<file path="src/rtl/qft3_stream_ctrl.sv">
// Streaming valid/ready front end for the fixed-latency 3-qubit QFT datapath.
// Credit-based admission sizes in-flight work to the result FIFO so the datapath never needs to stall.
`ifndef TOTAL_WIDTH
`define TOTAL_WIDTH 6
`endif

module qft3_stream_ctrl #(
  parameter int W          = `TOTAL_WIDTH,
  parameter int LATENCY    = 19,
  parameter int FIFO_DEPTH = 24,
  parameter int CNT_W      = 16
) (
  input  logic              clk,
  input  logic              rst_n,
  input  logic              s_valid,
  output logic              s_ready,
  input  logic [16*W-1:0]   s_data,
  output logic [16*W-1:0]   pipe_in,
  input  logic [16*W-1:0]   pipe_out,
  output logic              m_valid,
  input  logic              m_ready,
  output logic [16*W-1:0]   m_data,
  input  logic              flush,
  output logic              busy,
  output logic              ovf_err,
  output logic [CNT_W-1:0]  acc_cnt,
  output logic [CNT_W-1:0]  dlv_cnt
);

  localparam int DW    = 16 * W;
  localparam int PTR_W = (FIFO_DEPTH > 1) ? $clog2(FIFO_DEPTH) : 1;
  localparam int OCC_W = $clog2(FIFO_DEPTH + 1);
  localparam logic [OCC_W-1:0] DEPTH_V  = OCC_W'(FIFO_DEPTH);
  localparam logic [PTR_W-1:0] LAST_PTR = PTR_W'(FIFO_DEPTH - 1);

  logic [OCC_W-1:0]   credits;
  logic [OCC_W-1:0]   fifo_cnt;
  logic [PTR_W-1:0]   wr_ptr;
  logic [PTR_W-1:0]   rd_ptr;
  logic [DW-1:0]      fifo_mem [FIFO_DEPTH];
  logic               in_valid;
  logic [LATENCY-1:0] tokens;
  logic               accept;
  logic               pop;
  logic               push;
  logic               fifo_full;
  logic               fifo_empty;
  logic               wr_en;

  function automatic logic [PTR_W-1:0] ptr_inc(input logic [PTR_W-1:0] p);
    return (p == LAST_PTR) ? '0 : p + PTR_W'(1);
  endfunction

  assign s_ready    = (credits != '0) & ~flush;
  assign accept     = s_valid & s_ready;
  assign fifo_empty = (fifo_cnt == '0);
  assign fifo_full  = (fifo_cnt == DEPTH_V);
  assign m_valid    = ~fifo_empty;
  assign pop        = m_valid & m_ready;
  assign push       = tokens[LATENCY-1];
  // A pop in the same cycle frees the slot, so a push into a full FIFO is legal then.
  assign wr_en      = push & (~fifo_full | pop);
  assign m_data     = fifo_mem[rd_ptr];
  assign busy       = in_valid | (|tokens) | ~fifo_empty;

  // in_valid marks the cycle pipe_in carries a vector; tokens then track it through the datapath.
  always_ff @(posedge clk or negedge rst_n) begin
    if (!rst_n) begin
      in_valid <= 1'b0;
      pipe_in  <= '0;
      tokens   <= '0;
    end else if (flush) begin
      in_valid <= 1'b0;
      pipe_in  <= '0;
      tokens   <= '0;
    end else begin
      in_valid <= accept;
      pipe_in  <= accept ? s_data : '0;
      tokens   <= {tokens[LATENCY-2:0], in_valid};
    end
  end

  always_ff @(posedge clk) begin
    if (wr_en) fifo_mem[wr_ptr] <= pipe_out;
  end

  always_ff @(posedge clk or negedge rst_n) begin
    if (!rst_n) begin
      wr_ptr   <= '0;
      rd_ptr   <= '0;
      fifo_cnt <= '0;
      credits  <= DEPTH_V;
    end else if (flush) begin
      wr_ptr   <= '0;
      rd_ptr   <= '0;
      fifo_cnt <= '0;
      credits  <= DEPTH_V;
    end else begin
      if (wr_en) wr_ptr <= ptr_inc(wr_ptr);
      if (pop)   rd_ptr <= ptr_inc(rd_ptr);
      fifo_cnt <= fifo_cnt + OCC_W'(wr_en) - OCC_W'(pop);
      credits  <= credits - OCC_W'(accept) + OCC_W'(pop);
    end
  end

  // Counters and the overflow flag survive flush; only reset clears them.
  always_ff @(posedge clk or negedge rst_n) begin
    if (!rst_n) begin
      ovf_err <= 1'b0;
      acc_cnt <= '0;
      dlv_cnt <= '0;
    end else begin
      if (push & fifo_full & ~pop) ovf_err <= 1'b1;
      acc_cnt <= acc_cnt + CNT_W'(accept);
      dlv_cnt <= dlv_cnt + CNT_W'(pop);
    end
  end

endmodule

</file>
<file path="config.mk">
export PLATFORM = sky130hd
export DESIGN_NAME = qft3_stream_ctrl
export DESIGN_NICKNAME = d
export VERILOG_FILES = /design/src/rtl/qft3_stream_ctrl.sv
export SDC_FILE = /design/constraint.sdc
export NUM_CORES = 2
export LEC_CHECK = 0
export CAP_MARGIN = 30
export CORE_MARGIN = 10
export CORE_UTILIZATION = 65
export CTS_CLUSTER_DIAMETER = 200
export CTS_CLUSTER_SIZE = 20
export DETAILED_ROUTE_END_ITERATION = 6
export MAX_ROUTING_LAYER = met4
export PLACE_DENSITY = 0.85
export SYNTH_ARGS = -nofsm -noshare
export SYNTH_HDL_FRONTEND = slang
export SYNTH_SLANG_ARGS = --single-unit
</file>
<file path="constraint.sdc">
create_clock -name clk -period 17.4 [get_ports clk]
set_input_delay 1.74 -clock clk [delete_from_list [all_inputs] [get_ports clk]]
set_output_delay 1.74 -clock clk [all_outputs]
set_load 0.02 [all_outputs]
</file>
# Yosys cells after proc, flatten, opt, wreduce, memory -nomap -nowiden
# Memories as Yosys holds them, arrays and structs flattened.
# Index checks and enable logic that the tools add are counted.
[totals] register_bits=169 mem_bits_rw=2304 in_bits=197 output_inout_bits=228 word_cells=54 mem_count=1
[mem_list] name="fifo_mem" words=24 word_bits=96 rd=1 rd_ports_with_merged_regs=0 write_ports=1 line_no="40" rtl="logic [DW-1:0] fifo_mem [FIFO_DEPTH];"
[op_classes] addsub=8 n_eq_ne=3 n_mux=14 bitwise_logic=13 n_reduce_logical=5
[ops] operator="96-bit 2-to-1 mux" n=2
[ops] operator="5-bit 2-to-1 mux" n=8
[ops] operator="16-bit by 1-bit adder with 16-bit output" n=2
[ops] operator="19-bit 2-to-1 mux" n=1
[ops] operator="19-bit OR reduction" n=1
[ops] operator="5-bit equality test, second input constant" n=3
[ops] operator="5-bit by 1-bit adder with 5-bit output" n=2
[ops] operator="5-bit by 1-bit adder with 5-bit output, second input constant" n=2
[ops] operator="5-bit by 1-bit subtractor with 5-bit output" n=2
[ops] operator="1-bit bitwise AND" n=6
[ops] operator="5-bit zero test" n=1
[ops] operator="5-bit nonzero test" n=1
[ops] operator="1-bit inverter" n=4
[ops] operator="2-bit nonzero test" n=2
[ops] operator="1-bit 2-to-1 mux" n=3
[ops] operator="1-bit OR" n=3

# Longest topological paths before layout
[logic_depth] word_depth=8 ltp_mapped=14 depth_no_buf=13

# Least setup slack after synthesis
# No wires, ideal clock.
[synth_timing] path_kind="input port to flip-flop" start="input port m_ready" end="memory fifo_mem[23][0] in the netlist's numbering, enable pin" setup_time_ns=0.688 arrival_time_ns=9.100 t_required_ns=16.712 setup_slack_ns=7.611 stages=3 path_buffers=0 cell_sequence="or4b_1 > o2111ai_1 > nor3b_1"
[synth_via] elab_chain_cells=5
[synth_lines] item="start, declared" line_no="21" rtl="input logic m_ready,"
[synth_lines] item="1-bit bitwise AND" line_no="59" rtl="assign pop = m_valid & m_ready;"
[synth_lines] item="1-bit OR" line_no="62" rtl="assign wr_en = push & (~fifo_full | pop);"
[synth_lines] item="1-bit bitwise AND" line_no="62"
[synth_lines] item="1-bit 2-to-1 mux" line_no="84" rtl="if (wr_en) fifo_mem[wr_ptr] <= pipe_out;"
[synth_lines] item="1-bit 2-to-1 mux (implied by the code)" line_no="84"
[synth_lines] item="end, declared" line_no="40"
# No other way between the ends.

# Worst setup path after layout
[layout_timing] start="register rd_ptr[0]" end="output port m_data[54]"
[layout_via] elab_chain_cells=1
[layout_lines] item="start, declared" line_no="39" rtl="logic [PTR_W-1:0] rd_ptr;"
[layout_lines] item="start signal, assigned" line_no="100" rtl="if (pop) rd_ptr <= ptr_inc(rd_ptr);"
[layout_lines] item="memory 24 x 96 bit"
[layout_lines] item="end, declared" line_no="22" rtl="output logic [16*W-1:0] m_data,"
# No other way between the ends.

==> summary.md <==
| Metric | Value |
|---|---|
| Sequential power share | `0.561` |
| RSZ-0062 raised after global routing | `false` |
| Via/cell ratio | `6.87` |
| Post-synthesis sequential area ratio | `0.771` |
| Clock Sinks | `2473` |
| Avg Inst Size Synth | `19.8 um^2` |
| Area of placed instances | `0.101 mm^2` |
| Max-cap violations | `0` |
| Mapped cell area | `0.0953 mm^2` |
| Die X | `403 um` |
| List of most frequent post-synthesis cells | `2304 x edfxtp_1, 599 x mux2i_1, 222 x mux4_2` |
| DRT iter0 DRCs | `7099` |
| Startpoint types | `register` |
| Crit. End Element | `output pin` |
| CTS tree | `done` |
| Register area | `0.0734 mm^2` |
| Min-delay src | `dlv_cnt[15]` |
| Combinational power share | `0.156` |
| Hold Vio Cnt, Final | `0` |
| Area of the multi-input gates | `0.0202 mm^2` |
| # DRC | `0` |
| Crit-path slowest cell | `dfrtp_4` |
| H-tree depth | `4` |
| Site Rows | `140` |
| Worst slew margin | `0.289` |
| Hold crit path type | `register to register` |
| Vias in the first global route | `49600` |
| DPL Wire Length | `117000 um` |
| First-pass GRT wire length | `338000 um` |
| Vias post-DR | `49300` |
| Fmax | `118 MHz` |
| Most used DFF post-synth | `edfxtp_1` |
| Global routing met1 resource utilization | `0.373` |
| Yosys cell types | `50` |
| PortBufs | `424` |
| Clock Latency Late Sink | `830 ps` |
| Worst path required time | `15660 ps` |
| First drt pass iteration count | `6` |
| Largest delay contributor family on the critical path | `buffers and inverters` |
| Max Slew Vio Count | `0` |
| Grt met3 use | `0.0730` |
| Worst-path fanout max | `109` |
| Largest net degree at the start of global routing | `158` |
| PwrDens | `111 mW/mm^2` |
| Switching share of total power | `0.243` |
| Final period util | `0.487` |
| Total congestion overflow | `0` |
| Post-synthesis net count | `5024` |
| Area share of the largest cell type after synthesis | `0.726` |
| Ports | `425` |
| Ys async rst share | `0.0683` |
| TritonCTS buffer count | `141` |
| Final Net Count | `5423` |
| VDD IR-drop max | `0.0000979 V` |
| Most frequent cell after synthesis | `edfxtp_1` |
| Routability cong. | `0.787` |
| WHS Path Cells | `1` |
| Yosys warns | `0` |
| Die height | `403 um` |
| Die ar. | `0.162 mm^2` |
| Setup TNS | `0 ps` |
| Depth of the worst register-to-register path | `8` |
| Fin crit period | `8470 ps` |
| Hold Path Sink | `dlv_cnt[15]` |
| R2r endpoint | `fifo_mem[2][62]` |
| NetSw | `2.85 mW` |
| WL/cell | `32.5 um` |
| Worst-Margin Slew | `1070 ps` |
| Most Used Layer, Global Route | `met2` |
| Dominant cell type by area after synthesis | `edfxtp_1` |
| Detail Route Antenna Nets | `0` |
| Core area | `0.146 mm^2` |
| Initial core utilization | `0.654` |
| Clock network power share | `0.283` |
| CTS Root Cell | `clkbuf_16` |
| Syn-to-layout area delta | `10.7%` |
| Post-cts sizing count | `0` |
| Crit path largest cell delay | `930 ps` |
| Worst EP arrival | `6730 ps` |
| Initial antenna violation count | `28` |
| Cells after synthesis | `4803` |
| Endpoints failing setup | `0` |
| # fillers | `7948` |
| Crit path buffers/inverters | `5` |
| Hold_buf cts | `0` |
| P_int | `8.87 mW` |
| CTS max path bufs | `3` |
| GRT met2 Usage | `0.461` |
| Cell mode on critical path | `buf_4` |
| Total Power | `11.7 mW` |
| Yosys reg bits | `2473` |
| Final Instance Area | `0.105 mm^2` |
| Crit-path cells | `buf_12, buf_4, buf_4, buf_4, mux4_1, mux2_2, nand2_1, nand3_1, clkdlybuf4s50_1` |
| Reg clk slew, reported paths | `90 ps` |
| Leak | `33.9 nW` |
| Drt total wl | `233000 um` |
| GRT Util Overall | `0.292` |
| EDFF count, synth | `2304` |
| Critical R2R Launch | `fifo_cnt[2]` |
| Final core occ | `0.724` |
| CP Class | `register to output pin` |
| Clk_skew | `30.5 ps` |
| Synth area leaders | `edfxtp_1 73%, mux2i_1 6.3%, mux4_2 5.2%, dfrtp_1 4.4%, mux4_1 1.8%` |
| Share of cells above drive strength 1 | `0.116` |
| Total setup buffers inserted after CTS | `0` |
| Status | `finished clean` |
| Reg2reg setup slack | `12570 ps` |
==> cells in the final DEF (no fill, tap or decap), drive strengths merged, types with 4 or more instances in the layout <==
cell,n
a21oi,104
a221oi,96
a22oi,96
and2,6
and3,100
and4,5
buf,111
clkbuf,161
clkdlybuf4s50,422
clkinv,5
dfrtp,167
diode,31
edfxtp,2304
ha,22
inv,24
mux2,78
mux2i,599
mux4,288
nand2,193
nand2b,5
nand3,185
nand4,9
nor2,38
nor2b,27
nor4,4
o21ai,98
o311ai,17
or3,4
xnor2,28
xor2,9
==> cell type report <==
class,instances,share of cell area
sequential,2473,0.697
multi-input combinational,2036,0.191
timing repair buffer,534,0.0517
clock buffer,161,0.0348
tap,1917,0.0228
clock inverter,13,0.00167
antenna,31,0.000736
inverter,16,0.000617
==> flip-flops by register name (all words and copies together), names as in the netlist <==
register,flops
acc_cnt,16
pipe_in,96
ovf_err,1
fifo_cnt,5
rd_ptr,5
fifo_mem,2304
dlv_cnt,16
tokens,19
credits,5
wr_ptr,5
in_valid,1
==> per-layer routing <==
metal | up-vias | share of wire
met5 | - | 0
met4 | 0 | 0.030
met3 | 448 | 0.12
met2 | 3537 | 0.50
met1 | 25200 | 0.35
li1 | 20100 | -
==> stage by stage <==
stage | worst slack [ps] | cells | hold WS (ps)
2_1_floorplan | 7610 | 4803 | 455
3_3_place_gp | 9910 | 6960 | 456
3_5_place_dp | 9830 | 6967 | 456
4_1_cts | 8890 | 7141 | 471
5_1_grt | 8660 | 7177 | 498
6_report | 8930 | 7181 | 469
==> worst max-delay path by stage <==
stage                   start  slack [ps]               to  cells after the start
floorplan             m_ready        7610  fifo_mem[23][0]                      3
global placement    rd_ptr[0]        9910       m_data[54]                      9
detailed placement  rd_ptr[0]        9830       m_data[54]                      9
CTS                 rd_ptr[0]        8890       m_data[54]                      9
global route        rd_ptr[0]        8660       m_data[54]                      9
finish              rd_ptr[0]        8930       m_data[54]                      9
==> cell families (layout without fill, tap and decap cells) <==
kind of cell,after synthesis,after routing,synth area share
muxes,965,965,0.143
and+or+nand+nor,587,587,0.0303
other,0,31,0
xor gates and xnor gates,37,37,0.00340
AOI/OAI and AO/OA,423,423,0.0295
buffers and inverters,294,724,0.0200
adders and majority gates,24,24,0.00331
DFF,2473,2473,0.771
==> power groups by stage <==
| stage | Clock [mW] | Combinational [mW] | Sequential [mW] |
|---|---|---|---|
| after CTS | 3.34 | 1.83 | 6.57 |
| after global placement | 0 | 1.75 | 6.70 |
| final | 3.32 | 1.83 | 6.57 |
| after detailed placement | 0 | 1.81 | 6.71 |
| after floorplan | 0 | 1.30 | 6.72 |
| after global routing | 3.53 | 1.94 | 6.58 |
No activity file was read; power rests on OpenSTA's default activity.
